## src/rtl/uart_pkg.sv

```systemverilog
// uart_pkg: shared types and constants for the UART receive/transmit paths.
//   uart_rx_state_t       - receive FSM state encoding
//   UART_DATA_W           - data bits per frame
//   CLKS_PER_BIT_9600_50M - bit period at 9600 baud on the 50 MHz clock
package uart_pkg;
  localparam int UART_DATA_W           = 8;
  localparam int CLKS_PER_BIT_9600_50M = 5208;

  typedef enum logic [1:0] {
    IDLE  = 2'd0,
    START = 2'd1,
    DATA  = 2'd2,
    STOP  = 2'd3
  } uart_rx_state_t;
endpackage

```

## src/rtl/sync_fifo.sv

```systemverilog
// sync_fifo: single-clock FIFO with a registered head word.
//   clk, rst        - clock, synchronous active-high reset
//   push, din       - write request and data (dropped when full unless popping)
//   pop             - read request (ignored when empty)
//   dout            - registered head entry, valid while !empty
//   full, empty     - occupancy flags
//   count           - entries held, 0..DEPTH
module sync_fifo #(
  parameter int WIDTH = 8,
  parameter int DEPTH = 8
) (
  input  logic                   clk,
  input  logic                   rst,
  input  logic                   push,
  input  logic [WIDTH-1:0]       din,
  input  logic                   pop,
  output logic [WIDTH-1:0]       dout,
  output logic                   full,
  output logic                   empty,
  output logic [$clog2(DEPTH):0] count
);
  localparam int AW = $clog2(DEPTH);

  logic [WIDTH-1:0] mem [DEPTH];
  logic [AW-1:0]    rd_ptr, wr_ptr, rd_nxt;
  logic             push_ok, pop_ok;

  assign full    = (count == (AW+1)'(DEPTH));
  assign empty   = (count == '0);
  assign pop_ok  = pop && !empty;
  // A pop in the same cycle frees the slot a full-FIFO push needs.
  assign push_ok = push && (!full || pop_ok);
  assign rd_nxt  = rd_ptr + 1'b1;

  always_ff @(posedge clk) begin
    if (push_ok) mem[wr_ptr] <= din;
  end

  always_ff @(posedge clk) begin
    if (rst) begin
      rd_ptr <= '0;
      wr_ptr <= '0;
      count  <= '0;
      dout   <= '0;
    end else begin
      if (push_ok) wr_ptr <= wr_ptr + 1'b1;
      if (pop_ok)  rd_ptr <= rd_nxt;
      case ({push_ok, pop_ok})
        2'b10:   count <= count + 1'b1;
        2'b01:   count <= count - 1'b1;
        default: ;
      endcase
      // Head register tracks mem[rd_ptr]; the incoming word becomes head
      // directly when it lands in an empty (or just-emptied) FIFO.
      if (pop_ok) begin
        if (push_ok && count == (AW+1)'(1)) dout <= din;
        else                                 dout <= mem[rd_nxt];
      end else if (push_ok && empty) begin
        dout <= din;
      end
    end
  end
endmodule

```

## src/rtl/uart_rx_fifo.sv

```systemverilog
// uart_rx_fifo: 8N1 serial receiver with a byte FIFO on the consumer side.
//   clk, rst           - clock, synchronous active-high reset
//   rxd                - asynchronous serial input, idle high, LSB first
//   rx_data/rx_valid   - FIFO head byte and not-empty flag
//   rx_ready           - consumer pops the head when rx_valid
//   rx_count           - bytes queued
//   frame_err          - one-cycle pulse on a low stop bit
//   overrun            - sticky, set when a byte is dropped on a full FIFO
//   overrun_clr        - clears overrun (a simultaneous new overrun wins)
module uart_rx_fifo
  import uart_pkg::*;
#(
  parameter int CLKS_PER_BIT = CLKS_PER_BIT_9600_50M,
  parameter int FIFO_DEPTH   = 8
) (
  input  logic                        clk,
  input  logic                        rst,
  input  logic                        rxd,
  output logic [UART_DATA_W-1:0]      rx_data,
  output logic                        rx_valid,
  input  logic                        rx_ready,
  output logic [$clog2(FIFO_DEPTH):0] rx_count,
  output logic                        frame_err,
  output logic                        overrun,
  input  logic                        overrun_clr
);
  localparam int CW = $clog2(CLKS_PER_BIT);
  localparam logic [CW-1:0] HALF = CW'(CLKS_PER_BIT/2 - 1);
  localparam logic [CW-1:0] LAST = CW'(CLKS_PER_BIT - 1);

  logic sync1, rxs;
  uart_rx_state_t state, state_n;
  logic [CW-1:0]          cnt, cnt_n;
  logic [2:0]             idx, idx_n;
  logic [UART_DATA_W-1:0] shift, shift_n;
  logic push, ferr_n, pop, full, empty, ovr_set;

  // Flops reset to the idle level so reset never looks like a start bit.
  always_ff @(posedge clk) begin
    if (rst) begin
      sync1 <= 1'b1;
      rxs   <= 1'b1;
    end else begin
      sync1 <= rxd;
      rxs   <= sync1;
    end
  end

  always_ff @(posedge clk) begin
    if (rst) begin
      state     <= IDLE;
      cnt       <= '0;
      idx       <= '0;
      shift     <= '0;
      frame_err <= 1'b0;
    end else begin
      state     <= state_n;
      cnt       <= cnt_n;
      idx       <= idx_n;
      shift     <= shift_n;
      frame_err <= ferr_n;
    end
  end

  // Start bit is checked at mid-bit; every later sample is one full bit
  // period on, so data and stop are also sampled mid-bit and IDLE is
  // re-entered half a bit before the next frame can begin.
  always_comb begin
    state_n = state;
    cnt_n   = cnt + 1'b1;
    idx_n   = idx;
    shift_n = shift;
    push    = 1'b0;
    ferr_n  = 1'b0;
    unique case (state)
      IDLE: begin
        cnt_n = '0;
        if (!rxs) state_n = START;
      end
      START: if (cnt == HALF) begin
        cnt_n   = '0;
        idx_n   = '0;
        state_n = rxs ? IDLE : DATA;
      end
      DATA: if (cnt == LAST) begin
        cnt_n        = '0;
        shift_n[idx] = rxs;
        idx_n        = idx + 1'b1;
        if (idx == 3'd7) state_n = STOP;
      end
      STOP: if (cnt == LAST) begin
        cnt_n   = '0;
        state_n = IDLE;
        if (rxs) push   = 1'b1;
        else     ferr_n = 1'b1;
      end
      default: state_n = IDLE;
    endcase
  end

  assign pop      = rx_valid && rx_ready;
  assign rx_valid = !empty;
  assign ovr_set  = push && full && !pop;

  always_ff @(posedge clk) begin
    if (rst)              overrun <= 1'b0;
    else if (ovr_set)     overrun <= 1'b1;
    else if (overrun_clr) overrun <= 1'b0;
  end

  sync_fifo #(
    .WIDTH(UART_DATA_W),
    .DEPTH(FIFO_DEPTH)
  ) u_fifo (
    .clk  (clk),
    .rst  (rst),
    .push (push),
    .din  (shift),
    .pop  (pop),
    .dout (rx_data),
    .full (full),
    .empty(empty),
    .count(rx_count)
  );
endmodule

```

## config.mk

```make
export PLATFORM = sky130hd
export DESIGN_NAME = uart_rx_fifo
export DESIGN_NICKNAME = d
export VERILOG_FILES = /design/src/rtl/uart_pkg.sv /design/src/rtl/sync_fifo.sv /design/src/rtl/uart_rx_fifo.sv
export SDC_FILE = /design/constraint.sdc
export NUM_CORES = 1
export LEC_CHECK = 0
export CORE_MARGIN = 2
export CORE_UTILIZATION = 60
export DETAILED_ROUTE_END_ITERATION = 16
export DONT_BUFFER_PORTS = 1
export MAX_ROUTING_LAYER = met4
export PLACE_DENSITY_LB_ADDON = 0.08
export RECOVER_POWER = 50
export SETUP_SLACK_MARGIN = 0.05
export SLEW_MARGIN = 20
export SYNTH_ARGS = -nofsm -noshare
export SYNTH_HDL_FRONTEND = slang
export SYNTH_SLANG_ARGS = --single-unit
```

## constraint.sdc

```tcl
create_clock -name clk -period 3.4 [get_ports clk]
set_input_delay 0.85 -clock clk [delete_from_list [all_inputs] [get_ports clk]]
set_output_delay 0.85 -clock clk [all_outputs]
set_load 0.01 [all_outputs]
```

# Word-level counts from Yosys, hierarchy flattened
# Memories as Yosys holds them, arrays and structs flattened.
# Index checks and enable logic that the tools add are counted.
# word_totals
word_cells	89
mem_bits_rw	64
regBits	48
mem_count	1
in_bits	5
# op_classes
add_sub_neg	6
eq_ne	15
n_bitwise	2
reduce_logical	23
order_cmp	2
muxes	28
# mem_list
name	depth	width	read_ports	rd_clocked_by_memory_dff	write_ports	line_no	text
u_fifo.mem	8	8	1	0	1	sync_fifo.sv:24	logic [WIDTH-1:0] mem [DEPTH];
# op_table
operator	n
$pmux 13 s3	1
$mux 13	2
$mux 8	3
$add 13x1->13 const B	1
$eq 13x12->1 const B	1
$eq 13x13->1 const B	1
$mux 2	6
$ne 2x2->1 const B	5
$add 3x1->3 const B	3
$mux 1	9
$bwmux 8	1
$logic_and 1x1->1	8
$pmux 2 s4	1
$pmux 4 s2	1
$reduce_bool 2->1	4
$eq 2x2->1 const B	3
$mux 3	2
$pmux 3 s2	1
$reduce_and 5->1	1
$add 4x1->4 const B	1
$eq 2x1->1 const B	2
$eq 4x1->1 const B	1
$eq 4x4->1 const B	1
$logic_not 4->1	1
other kinds (13)	16

# Longest topological paths before layout
# logic_depth
ltp_word	9
depth_mapped	10
ltp_nobuf	10

# Cells and area by module
# From an unflattened synthesis, not the netlist that was laid out.
# hier_totals
hier_cells	380
hier_area_um2	4943.5
# by_module_without_submodules
mod	seq_area_each_um2	instances	area_each_um2	cells_each
sync_fifo	2282.2	1	3502.1	214
uart_rx_fifo	600.6	1	1441.4	166

# Worst setup path before layout
# Ideal clock, no wire load.
# synth_timing
path_kind	input -> register
start	in rx_ready
end	reg u_fifo.count[3]
cell_stages	8
arrival_ns	2.625
setup_slack_ns	0.648
setup_ns	0.128
cell_sequence	nor4bb_1 > nor2_1 > nand2_1 > ha_1 > or4b_2 > a21oi_1 > xnor2_1 > nor2_1
# synth_via
elab_chain_len	6
# synth_lines
item	line_no	text
start, declared	uart_rx_fifo.sv:21	input logic rx_ready,
$logic_and 1x1->1 (*)	uart_rx_fifo.sv:101	assign pop = rx_valid && rx_ready;
$logic_and 1x1->1 (*)	sync_fifo.sv:30	assign pop_ok = pop && !empty;
$logic_or 1x1->1	sync_fifo.sv:32	assign push_ok = push && (!full || pop_ok);
$logic_and 1x1->1	sync_fifo.sv:32	
$eq 2x1->1 / $eq 2x2->1 (equally long branches)	sync_fifo.sv:48	case ({push_ok, pop_ok})
$pmux 4 s2 / $reduce_bool 2->1 (equally long branches)	n/a	
end signal, assigned	sync_fifo.sv:49	2'b10: count <= count + 1'b1;
end signal, assigned	sync_fifo.sv:50	2'b01: count <= count - 1'b1;
end, declared	sync_fifo.sv:20	output logic [$clog2(DEPTH):0] count
# Mark *: on every way between the ends. The rest lies on a longest branch, timed or not.
# A chain may end at the register's enable or synchronous reset.

# Final worst setup path
# layout_timing
start	reg u_fifo.count[1]
end	reg u_fifo.count[3]
# layout_via
elab_chain_len	8
# layout_lines
item	line_no	text
$logic_not 4->1	sync_fifo.sv:29	assign empty = (count == '0);
$logic_not 1->1	sync_fifo.sv:30, uart_rx_fifo.sv:102	
$logic_and 1x1->1	uart_rx_fifo.sv:101	
$logic_and 1x1->1	sync_fifo.sv:30	
$logic_or 1x1->1	sync_fifo.sv:32	
$logic_and 1x1->1	sync_fifo.sv:32	
$eq 2x1->1 / $eq 2x2->1 (equally long branches)	sync_fifo.sv:48	
$pmux 4 s2 / $reduce_bool 2->1 (equally long branches)	n/a	
# Parallel ways exist; a longest one is shown, timed or not.

==> results.md <==
- The final routed wirelength across all metal layers is 9.24 mm.
- Synthesis produced 358 cells.
- Between clock sinks in the finished design, the worst skew comes to 0.00946 ns.
- The number of buffers created by CTS is 9.
- Static timing analysis puts the maximum clock frequency at 338 MHz.
- Dividing the detail-routed wire length by the instance count gives 19.4 µm.
- The run finished with clean final reports.
- After clock tree synthesis, the flow added hold-fix buffers numbering 0.
- In this design, the stage delay of the slowest critical-path cell is 0.60 ns.
- The fraction of final layout cells sized beyond drive strength 1 is 0.135.
- TritonCTS built the clock tree.
- After layout, the worst setup slack is 0.438 ns.
- The number of placed instances, taps included, is 460.
- In the finished design, the share of the clock period the worst path needs comes to 0.871.
- The tool flagged a number of max-cap violations equal to 0.
- The maximum clock path buffer count is 2.
- The DRC violations left is 0.
- The width of the die is 94.6 µm.
- The sequential share of the synthesized area is 0.586.
- The die covers 8950 µm².
- The critical path is of the flop to flop type.
- The transition at the pin with the smallest max-transition slack is 0.774 ns.
- The number of nets handed over by synthesis was 373.
- Counting both buffers and inverters, the worst setup path holds a total of 1.
- The prevailing post-synth register cell is sky130_fd_sc_hd__edfxtp_1.
- The detail route stage leaves a number of antenna-violating nets equal to 0.
- The clock transition at the registers of the reported paths is 0.11 ns.
- The count of warnings emitted by yosys is 0.
- The initialized floorplan defines 33 standard-cell rows.
- Timing analysis after detailed placement gives a worst setup slack of 0.376 ns.
- Input and output buffers added on the ports amount to 0.
- The relative max-transition margin is 0.478.
- STA puts the critical path data required time at 3.67 ns.
- A synthesized cell averages 13.8 µm².
- The kind of end point of the critical path is a flop.
- The proportion of register bits with asynchronous set or reset after synthesis is 0.
- The total power density per cell area is 514 nW/µm².
- STA puts the critical path data arrival time at 3.23 ns.
- In the final timing run, aggregate negative setup slack is 0 ns.
- The layout overhead on the synthesized area is 6.15%.
- In this run, synthesis inferred 64 flip-flops with an integrated enable.
- The first detailed-routing pass ran for 4 iterations.
- Power comes to 2.69 mW.
- The kind of cell adding the most delay to the critical path is simple AND/OR/NAND/NOR gates.
- The min-delay analysis places its worst path in the category flop to flop.
- The analysis attributes to cell leakage a power of 1.82 nW.
- The cell at the root of the clock tree is sky130_fd_sc_hd__clkbuf_8.
- The clock sink count is 112.
- The library cell contributing the largest single delay on the critical path is sky130_fd_sc_hd__or4b_2.
- The critical path goes through inv_1, ha_1, nor4bb_1, nor2_1, nand2_1, ha_1, or4b_2, a21oi_1, xnor2_1, nor2_1.
- The starting utilization of the core area is 0.608.
- The number of global-route vias before repair is 2834.
- Along the worst path, the maximum fanout reaches 5.
- The final layout contains 381 nets.
- The worst path needs 2.96 ns of the cycle, external delays included.
- The post-synthesis cell type count is 55.
- The floorplan core area is 8090 µm².
- The total global-route track usage is 0.226.
- Once the clock tree was built, the setup fixing pass inserted 0 buffers.
- The final hold violation count came to 0.
- The total overflow left after global routing is 0.
- Setup repair after global routing left no endpoint under its margin.
- In this run, the number of DRC markers left after iteration 0 of detailed routing was 151.
- The number of setup violations in the final report is 0.
- The initial antenna violation count is 0.
- The die height is 94.6 µm.
- The cell area that synthesis handed to floorplanning was 4920 µm².
- Across all layers, the routed design uses 3003 vias.
- The worst setup path is launched from a flop.
- The number of vias per cell is 6.31.
- The number of H-tree branching levels is 3.
- The final count of pins violating max slew is 0.
- The clock latency reported for the late side of the worst-skew pair is 0.36 ns.
- Entering global routing, the biggest net connects 33 pins.
- The half-perimeter wire length after placement is 6.39 mm.
- The I/O pin count is 20.
- The flop and latch count out of synthesis is 112.
- 0 antenna diodes ended up in the layout.
- IR analysis of the VDD net gives a maximum drop of 264 µV.
- The congestion estimate from routability-driven global placement came to 0.821.
- The number of fillers in the final layout is 639.
- The global-route wire length before repair is 14.8 mm.
- The number of gates resized after CTS was 0.
- The number of cells in the finished layout apart from fillers is 476.
[cell usage in the layout (no fill, tap or decap), types with 2 or more instances in the layout]
cell type	count
sky130_fd_sc_hd__or2_2	3
sky130_fd_sc_hd__or3_1	6
sky130_fd_sc_hd__a31oi_1	4
sky130_fd_sc_hd__o31ai_1	3
sky130_fd_sc_hd__mux2i_1	13
sky130_fd_sc_hd__xor2_1	12
sky130_fd_sc_hd__mux4_1	14
sky130_fd_sc_hd__ha_1	10
sky130_fd_sc_hd__and2b_2	7
sky130_fd_sc_hd__and2b_1	2
sky130_fd_sc_hd__and4bb_2	3
sky130_fd_sc_hd__inv_1	7
sky130_fd_sc_hd__nor3_1	6
sky130_fd_sc_hd__o21ai_0	7
sky130_fd_sc_hd__nor4bb_1	2
sky130_fd_sc_hd__nand3_1	12
sky130_fd_sc_hd__nand2_1	15
sky130_fd_sc_hd__buf_4	12
sky130_fd_sc_hd__nor4_1	3
sky130_fd_sc_hd__inv_6	4
sky130_fd_sc_hd__nor2_1	25
sky130_fd_sc_hd__nand4_1	9
sky130_fd_sc_hd__dfxtp_1	48
sky130_fd_sc_hd__or4_1	2
sky130_fd_sc_hd__and4_2	2
sky130_fd_sc_hd__o41ai_1	4
sky130_fd_sc_hd__o211ai_1	10
sky130_fd_sc_hd__mux4_2	2
sky130_fd_sc_hd__edfxtp_1	64
sky130_fd_sc_hd__nor2b_1	2
sky130_fd_sc_hd__o221a_1	8
sky130_fd_sc_hd__clkbuf_8	9
sky130_fd_sc_hd__xnor2_1	3
sky130_fd_sc_hd__a21oi_1	14
sky130_fd_sc_hd__nand2b_1	3
sky130_fd_sc_hd__nand4bb_4	2
[stage by stage]
stage / hold WS, ns / util / instance area (µm²)
after floorplan: 0.389 / - / 4920
after global placement: 0.437 / 0.624 / 5050
after detailed placement: 0.450 / 0.624 / 5050
after CTS: 0.471 / 0.647 / 5230
after global routing: 0.502 / 0.646 / 5230
final: 0.466 / 0.646 / 5230
[final cells by class]
type	count	area [µm²]	share of cell area
multi-input combinational	223	1910	0.366
clock buffer	10	128	0.0244
inverter	8	30.0	0.00575
timing repair buffer	12	90.1	0.0172
clock inverter	6	51.3	0.00982
sequential	112	2880	0.552
tap	105	131	0.0251
[cell families after synthesis]
kind of cell,count (synthesis),synth area share
xor gates and xnor gates,15,0.0267
DFF,112,0.586
muxes,29,0.110
adders and majority gates,10,0.0254
buffers and inverters,23,0.0246
AOI/OAI and AO/OA,56,0.0821
and+or+nand+nor,113,0.145
[worst paths after layout]
| kind | slack, ns | start | to | cells past startpoint |
|---|---|---|---|---|
| max | 0.44 | u_fifo.count[1]$_SDFFE_PP0P_ | u_fifo.count[3]$_SDFFE_PP0P_ | 10 |
| min | 0.47 | cnt[0]$_SDFF_PP0_ | cnt[0]$_SDFF_PP0_ | 1 |
| max reg2reg | 0.44 | u_fifo.count[1]$_SDFFE_PP0P_ | u_fifo.count[3]$_SDFFE_PP0P_ | 10 |
| min reg2reg | 0.47 | cnt[0]$_SDFF_PP0_ | cnt[0]$_SDFF_PP0_ | 1 |
[state kept, by name, indices dropped and copies added (netlist names), 3 cells and up, named ones only]
signal / count
u_fifo.wr_ptr: 3
u_fifo.dout: 8
idx: 3
cnt: 13
u_fifo.rd_ptr: 3
u_fifo.count: 4
shift: 8
u_fifo.mem: 64
[report_power, final]
part	internal (mW)	switching (mW)
Combinational	0.214	0.209
Clock	0.279	0.449
Sequential	1.47	0.0672
[cell usage after synthesis (6+ instances only)]
master / number / area share
sky130_fd_sc_hd__o221a_1: 8 / 0.018
sky130_fd_sc_hd__inv_1: 7 / 0.0053
sky130_fd_sc_hd__nor2_1: 25 / 0.019
sky130_fd_sc_hd__dfxtp_1: 48 / 0.20
sky130_fd_sc_hd__edfxtp_1: 64 / 0.39
sky130_fd_sc_hd__a21oi_1: 14 / 0.014
sky130_fd_sc_hd__xor2_1: 12 / 0.021
sky130_fd_sc_hd__o21ai_0: 7 / 0.0071
sky130_fd_sc_hd__nor3_1: 6 / 0.0061
sky130_fd_sc_hd__ha_1: 10 / 0.025
sky130_fd_sc_hd__or3_1: 6 / 0.0076
sky130_fd_sc_hd__and2b_2: 7 / 0.012
sky130_fd_sc_hd__nand4_1: 9 / 0.011
sky130_fd_sc_hd__nand3_1: 12 / 0.012
sky130_fd_sc_hd__o211ai_1: 10 / 0.015
sky130_fd_sc_hd__nand2_1: 15 / 0.011
sky130_fd_sc_hd__mux4_1: 14 / 0.075
sky130_fd_sc_hd__mux2i_1: 13 / 0.026
[metal layers]
layer,track usage,vias up,wire length (µm)
li1,-,1415,-
met1,0.320,1498,4280
met2,0.346,82,4440
met3,0.0359,8,410
met4,0.0580,0,99
met5,-,-,0
No activity file was read; power rests on OpenSTA's default activity.
